==> src/rtl/turn_sequencer_pkg.sv <==
// ============================================================================
// Module : turn_sequencer_pkg
// Brief  : Shared turn/tile widths, default game size and FSM state encoding.
// Rev    : 1.0
// ============================================================================
`default_nettype none

package turn_sequencer_pkg;

    localparam int PLAYER_W        = 2;
    localparam int TILE_W          = 5;
    localparam int DEF_NUM_PLAYERS = 4;
    localparam int DEF_NUM_TILES   = 24;

    typedef enum logic [1:0] {
        ST_IDLE = 2'd0,
        ST_EVAL = 2'd1,
        ST_DONE = 2'd2
    } state_t;

    // Turn order wraps to player 0 after the last active player.
    function automatic logic [PLAYER_W-1:0] next_player(
        input logic [PLAYER_W-1:0] cur,
        input logic [PLAYER_W-1:0] last
    );
        return (cur == last) ? '0 : cur + 1'b1;
    endfunction

endpackage

`default_nettype wire

==> src/rtl/turn_sequencer_btn_debounce.sv <==
// ============================================================================
// Module : btn_debounce
// Brief  : 2-FF synchroniser, level debounce counter and rising-edge press pulse.
// Rev    : 1.0
// ============================================================================
`default_nettype none

module btn_debounce #(
    parameter int DEBOUNCE_CYCLES = 50000,
    parameter int CNT_W           = 16
) (
    input  logic clk,
    input  logic rst,
    input  logic btn_raw,
    output logic press
);

    localparam logic [CNT_W-1:0] C_LAST = CNT_W'(DEBOUNCE_CYCLES - 1);

    logic             r_sync1;
    logic             r_sync2;
    logic             r_level;
    logic             r_level_d;
    logic [CNT_W-1:0] r_cnt;

    always_ff @(posedge clk or negedge rst) begin
        if (!rst) begin
            r_sync1   <= 1'b0;
            r_sync2   <= 1'b0;
            r_level   <= 1'b0;
            r_level_d <= 1'b0;
            r_cnt     <= '0;
        end else begin
            r_sync1   <= btn_raw;
            r_sync2   <= r_sync1;
            r_level_d <= r_level;
            // Any cycle agreeing with the debounced level restarts the count.
            if (r_sync2 != r_level) begin
                if (r_cnt == C_LAST) begin
                    r_level <= ~r_level;
                    r_cnt   <= '0;
                end else begin
                    r_cnt   <= r_cnt + 1'b1;
                end
            end else begin
                r_cnt <= '0;
            end
        end
    end

    assign press = r_level & ~r_level_d;

endmodule

`default_nettype wire

==> src/rtl/turn_sequencer.sv <==
// ============================================================================
// Module : turn_sequencer
// Brief  : Flip-button debounce, tile latch, T/N/B strobe and turn/win control.
// Rev    : 1.0
// ============================================================================
`default_nettype none

module turn_sequencer
    import turn_sequencer_pkg::*;
#(
    parameter int DEBOUNCE_CYCLES = 50000,
    parameter int CNT_W           = 16,
    parameter int NUM_PLAYERS     = DEF_NUM_PLAYERS,
    parameter int NUM_TILES       = DEF_NUM_TILES
) (
    input  logic                clk,
    input  logic                rst,
    input  logic                btn_raw,
    input  logic [TILE_W-1:0]   sel,
    input  logic                hit,
    input  logic                W,
    output logic [PLAYER_W-1:0] T,
    output logic [TILE_W-1:0]   N,
    output logic                B,
    output logic                sel_err,
    output logic                game_over,
    output logic [PLAYER_W-1:0] winner
);

    localparam logic [PLAYER_W-1:0] C_LAST_PLAYER = PLAYER_W'(NUM_PLAYERS - 1);
    localparam logic [TILE_W:0]     C_NUM_TILES   = (TILE_W + 1)'(NUM_TILES);

    logic w_press;
    logic w_sel_ok;

    state_t              r_state,     w_state_nxt;
    logic [PLAYER_W-1:0] r_t,         w_t_nxt;
    logic [TILE_W-1:0]   r_n,         w_n_nxt;
    logic                r_b,         w_b_nxt;
    logic                r_sel_err,   w_sel_err_nxt;
    logic                r_game_over, w_game_over_nxt;
    logic [PLAYER_W-1:0] r_winner,    w_winner_nxt;

    btn_debounce #(
        .DEBOUNCE_CYCLES (DEBOUNCE_CYCLES),
        .CNT_W           (CNT_W)
    ) u_btn_debounce (
        .clk     (clk),
        .rst     (rst),
        .btn_raw (btn_raw),
        .press   (w_press)
    );

    assign w_sel_ok = ({1'b0, sel} < C_NUM_TILES);

    always_ff @(posedge clk or negedge rst) begin
        if (!rst) begin
            r_state     <= ST_IDLE;
            r_t         <= '0;
            r_n         <= '0;
            r_b         <= 1'b0;
            r_sel_err   <= 1'b0;
            r_game_over <= 1'b0;
            r_winner    <= '0;
        end else begin
            r_state     <= w_state_nxt;
            r_t         <= w_t_nxt;
            r_n         <= w_n_nxt;
            r_b         <= w_b_nxt;
            r_sel_err   <= w_sel_err_nxt;
            r_game_over <= w_game_over_nxt;
            r_winner    <= w_winner_nxt;
        end
    end

    always_comb begin
        w_state_nxt     = r_state;
        w_t_nxt         = r_t;
        w_n_nxt         = r_n;
        w_b_nxt         = 1'b0;
        w_sel_err_nxt   = 1'b0;
        w_game_over_nxt = r_game_over;
        w_winner_nxt    = r_winner;

        case (r_state)
            ST_IDLE: begin
                if (w_press) begin
                    if (w_sel_ok) begin
                        w_n_nxt     = sel;
                        w_b_nxt     = 1'b1;
                        w_state_nxt = ST_EVAL;
                    end else begin
                        w_sel_err_nxt = 1'b1;
                    end
                end
            end
            // EVAL lasts exactly the B cycle; W/hit are taken on its closing edge.
            ST_EVAL: begin
                if (W) begin
                    w_winner_nxt    = r_t;
                    w_game_over_nxt = 1'b1;
                    w_state_nxt     = ST_DONE;
                end else begin
                    if (!hit) begin
                        w_t_nxt = next_player(r_t, C_LAST_PLAYER);
                    end
                    w_state_nxt = ST_IDLE;
                end
            end
            ST_DONE: begin
                w_state_nxt = ST_DONE;
            end
            default: begin
                w_state_nxt = ST_IDLE;
            end
        endcase
    end

    assign T         = r_t;
    assign N         = r_n;
    assign B         = r_b;
    assign sel_err   = r_sel_err;
    assign game_over = r_game_over;
    assign winner    = r_winner;

endmodule

`default_nettype wire
==> config.mk <==
export PLATFORM = sky130hd
export DESIGN_NAME = turn_sequencer
export DESIGN_NICKNAME = d
export VERILOG_FILES = /design/src/rtl/turn_sequencer_pkg.sv /design/src/rtl/turn_sequencer_btn_debounce.sv /design/src/rtl/turn_sequencer.sv
export SDC_FILE = /design/constraint.sdc
export NUM_CORES = 1
export LEC_CHECK = 0
export ABC_AREA = 1
export CAP_MARGIN = 25
export CORE_AREA = 2 2 85 54
export CTS_BUF_LIST = sky130_fd_sc_hd__clkbuf_16
export CTS_CLUSTER_DIAMETER = 50
export DETAILED_ROUTE_END_ITERATION = 16
export DIE_AREA = 0 0 87 56
export GPL_ROUTABILITY_DRIVEN = 0
export PLACE_DENSITY_LB_ADDON = 0.05
export REMOVE_ABC_BUFFERS = 1
export SETUP_SLACK_MARGIN = 0.05
export SLEW_MARGIN = 30
export SYNTH_ARGS = -nofsm -noshare
export SYNTH_HDL_FRONTEND = slang
export SYNTH_SLANG_ARGS = --single-unit
==> constraint.sdc <==
create_clock -name clk -period 2 [get_ports clk]
set_clock_uncertainty 0.2 [all_clocks]
set_input_delay 0.2 -clock clk [delete_from_list [all_inputs] [get_ports clk]]
set_output_delay 0.2 -clock clk [all_outputs]
set_load 0.02 [all_outputs]
== Word-level counts from Yosys, hierarchy flattened ==
Index checks and enable logic that the tools add are counted.
Storage, ports and cells
  logic and storage cells: 46
  register bits: 34
  input port bits: 10
  output and inout bits: 12
Operators by class
  reduce and logical (&&, ||, !) cells: 6
  equal/unequal tests: 7
  $add $sub $neg: 2
  multiplexer cells: 13
  bitwise gates (word level): 5
  $lt $le $gt $ge: 1
Operators with widths (count)
  $mux 16: 2
  $add 16x1->16 const B: 1
  $eq 16x16->1 const B: 1
  $mux 2: 4
  $mux 1: 6
  $pmux 2 s3: 1
  $reduce_and 2->1: 3
  $reduce_and 3->1: 2
  $lt 5x5->1 const B: 1
  $eq 2x2->1 const B: 2
  $not 1->1: 4
  $add 2x1->2 const B: 1
  $eq 2x1->1 const B: 1
  $logic_not 2->1: 1
  $ne 2x1->1 const B: 1
  $ne 2x2->1 const B: 1
  $and 1x1->1: 1
  $ne 1x1->1: 1

== Depth between registers and ports, before layout ==
  depth in word-level cells: 4
  gate-level depth with buffers: 7
  mapped depth without buffers: 7

== Cells and area by module ==
Synthesis repeated with hierarchy kept, for this count alone.
Unflattened totals
  cells, all modules: 193
  area total of the unflattened synthesis: 1646.6 um2
Modules (own cells, without submodules)
  btn_debounce: area each 1062.3 um2, times used 1, cells each 134
  turn_sequencer: area each 584.3 um2, times used 1, cells each 59

== Worst setup path before layout ==
Ideal clock, no wire load.
  path kind: register to register
  from: register u_btn_debounce.r_cnt[0]
  to: register u_btn_debounce.r_cnt[8]
  slack: 585 ps
  buffers on the path: 0
  period minus slack after synthesis: 1415 ps
  arrival time: 1095 ps
  data required time: 1680 ps
  stages on the path, launching flop included: 7
  path through: dfrtp_1 ha_1 nand3_2 nor3_2 nand2_2 nand2_2 nor2_1
On the way
  word-level cells in the longest chain between the ends: 3
RTL lines
  from (decl): line turn_sequencer_btn_debounce.sv:24  | logic [CNT_W-1:0] r_cnt;
  from (signal assigned): line turn_sequencer_btn_debounce.sv:43  | r_cnt <= r_cnt + 1'b1;
  $add 16x1->16 / $eq 16x16->1 (equally long branches): line turn_sequencer_btn_debounce.sv:43, turn_sequencer_btn_debounce.sv:39
  $mux 16 *: line turn_sequencer_btn_debounce.sv:39  | if (r_cnt == C_LAST) begin
  $mux 16 *: line turn_sequencer_btn_debounce.sv:38  | if (r_sync2 != r_level) begin
Mark *: on every way between the ends. The rest lies on a longest branch, timed or not.
A chain may end at the register's enable or synchronous reset.

== Worst setup path after layout ==
  from: register r_t[0], in the netlist T[0]
  to: output T[0]
RTL lines
  from (decl): line turn_sequencer.sv:37  | logic [PLAYER_W-1:0] r_t, w_t_nxt;
  from (signal assigned): line turn_sequencer.sv:67  | r_t <= w_t_nxt;
  to (decl): line turn_sequencer.sv:22  | output logic [PLAYER_W-1:0] T,
No word-level cell between the ends.

==> results.md <==
- Layout cell share with drive strength beyond 1: 11.3%
- # nets final: 225
- Die area: 0.00487 mm^2
- Slew headroom: 71.5%
- Final wirelength: 3.24 mm
- Worst path buffer plus inverter count: 1
- Fin. Hold Viols: 0
- Critical-path cell list: clkdlybuf4s50_1
- Top FF cell, synth: dfrtp_1
- Port Buf Inserts: 21
- Longest Clk Path Bufs: 2
- Final antenna-violating net count: 0
- Critical Path AT: 1.28 ns
- Placed wire-length estimate: 2.43 mm
- Status: finished clean
- FP Rows: 18
- IO Count: 22
- EDFF count, synth: 0
- Antenna violations before repair: 0
- CTS buffer count: 5
- Setup TNS: 0 ns
- 1st-iter DRT viols: 52
- Placement Setup Slack: 0.391 ns
- Worst hold path class: input port to asynchronous set/reset pin
- Postcts setup bufs: 0
- H-tree depth: 2
- Max Clk Rate: 0.594 GHz
- DR vias: 1242
- GRT Util Overall: 15.2%
- CP endpoint kind: output port
- WL/cell: 12.3 um
- Core Area: 0.00403 mm^2
- Leak Pwr: 0.000958 uW
- First-pass GRT wire length: 5.65 mm
- Clk pwr share: 48.2%
- Seq pwr share: 48.0%
- Worst slew pin tran: 0.428 ns
- Initial core utilization: 39.3%
- Crit-path leading delay family: buffers and inverters
- Slowest-stage cell, CP: clkdlybuf4s50_1
- Hold slack: 0.137 ns
- Grt ovf: 0
- Root buf cell: clkbuf_16
- Residual DRC: 0
- Number of global-route vias before repair: 1166
- Total power: 1460 uW
- 1st-pass router iterations: 4
- YS warnings: 0
- RSZ-0062 raised after global routing: false
- CTS tree: done
- Logic pwr share: 3.8%
- Syn avg cell area: 8.62 um^2
- Clock-pin slew on the worst setup and hold paths: 0.05 ns
- Sink count of the clock tree: 34
- Synth Register Bits: 34
- Element type at the critical path start: register
- PD cells: 733 mW/mm^2
- Hold buffers post-CTS: 0
- Worst path max stage delay: 0.62 ns
- Netlist cell types: 25
- Switching Share: 20.4%
- Post-layout util: 49.6%
- Area delta synth->final: 26.0%
- Setup ws final: 0.315 ns
- CP required: 1.60 ns
- Die W: 87 um
- Async set or reset register ratio after synthesis: 100%
- P_int: 1160 uW
- Largest net degree at the start of global routing: 35
- Final setup violation count: 0
- Worst Path Max Fanout: 4
- Vias per cell: 4.72
- Cells after Synth: 184
- Max Cap Viol: 0
- Number of inserted diodes: 0
- Period utilization: 84.2%
- Crit path kind: register to output port
- Total net switching power: 299 uW
- Die Ht: 56 um
- Post-synthesis sequential area ratio: 53.7%
- Post-route minimum period: 1.68 ns
- Worst-Skew Late Latency: 0.27 ns
- Post-synthesis cell area: 0.00159 mm^2
- VDD IR-drop max: 555 uV
- Post-CTS sizing: 0
- Slew Viols, Final: 0
cell usage after synthesis (3+ instances only):
cell type | instances | area, um^2
inv_1 | 21 | 78.8
nand3_1 | 11 | 55.1
nand4_1 | 3 | 18.8
o21ai_0 | 4 | 20.0
nor2_1 | 31 | 116
dfrtp_1 | 34 | 851
xor2_1 | 5 | 43.8
nand2_1 | 44 | 165
inv_2 | 3 | 11.3
a21oi_1 | 5 | 25.0
nor2_2 | 4 | 25.0
sequential cells by signal, summed over array words and instances (netlist names), 2 cells and up:
| register | flops |
|---|---|
| u_btn_debounce.r_cnt | 16 |
| N | 5 |
| T | 2 |
| r_state | 2 |
| winner | 2 |
per-stage QoR:
step / std cells / instance area (um^2)
floorplan: 184 / 1590
global placement: 256 / 1870
detailed placement: 256 / 1870
CTS: 263 / 2000
global route: 263 / 2000
finish: 263 / 2000
power by group through the flow:
| stage | clock, uW | combinational [uW] | sequential [uW] |
|---|---|---|---|
| 5_1_grt | 750 | 63.6 | 704 |
| 4_1_cts | 724 | 57.5 | 703 |
| 6_report | 706 | 55.1 | 703 |
| 3_3_place_gp | 0 | 55.7 | 714 |
| 3_5_place_dp | 0 | 57.1 | 715 |
| 2_1_floorplan | 0 | 18.2 | 713 |
kinds of logic after synthesis:
group                      after synthesis  synth area share, %
and+or+nand+nor                        104                 30.1
DFF                                     34                 53.7
buffers and inverters                   25                 6.24
AOI/OAI and AO/OA                       12                 4.10
xor gates and xnor gates                 7                 4.34
adders and majority gates                2                 1.58
cell type report:
class                   count  area (um^2)
clock buffers               5          125
clock inverters             2         7.51
fillers                   386         2030
inverters                  25         98.8
multi-input cells         125          636
flip-flops and latches     34          851
well taps                  50         62.6
repair buffers             22          218
metal layers:
metal  routed length (um)  vias to the layer above  GRT usage, %
li1                     -                      628             -
met1                 1780                      579          23.6
met2                 1240                       30          19.3
met3                  173                        5          4.90
met5                    0                        -             0
met4                   43                        0          5.36
path summary, 6_finish.rpt:
| check | start | to | slack (ns) | depth (start not counted) |
|---|---|---|---|---|
| setup / recovery | T[0] | T[0] | 0.32 | 1 |
| hold / removal | rst | N[2] | 0.14 | 2 |
| setup reg to reg | u_btn_debounce.r_cnt[0] | u_btn_debounce.r_cnt[3] | 0.40 | 6 |
| hold reg to reg | u_btn_debounce.r_sync1 | u_btn_debounce.r_sync2 | 0.17 | 0 |
| max in group asynchronous | rst | game_over | 1.15 | 2 |
| min in group clk | btn_raw | u_btn_debounce.r_sync1 | 0.17 | 1 |
cells in the final DEF (no fill, tap or decap):
cell type	count
a21oi_1	5
a31oi_1	2
buf_4	1
clkbuf_16	5
clkdlybuf4s50_1	21
clkinv_4	1
dfrtp_1	34
ha_1	2
inv_1	23
inv_2	3
nand2_1	44
nand2_2	2
nand2_4	1
nand3_1	11
nand3_2	2
nand4_1	3
nor2_1	31
nor2_2	4
nor2_4	1
nor3_1	2
nor3_2	1
nor3b_2	1
o21ai_0	4
o21bai_1	1
or2_4	1
xnor2_1	1
xor2_1	5
xor2_2	1
No activity file was read; power rests on OpenSTA's default activity.
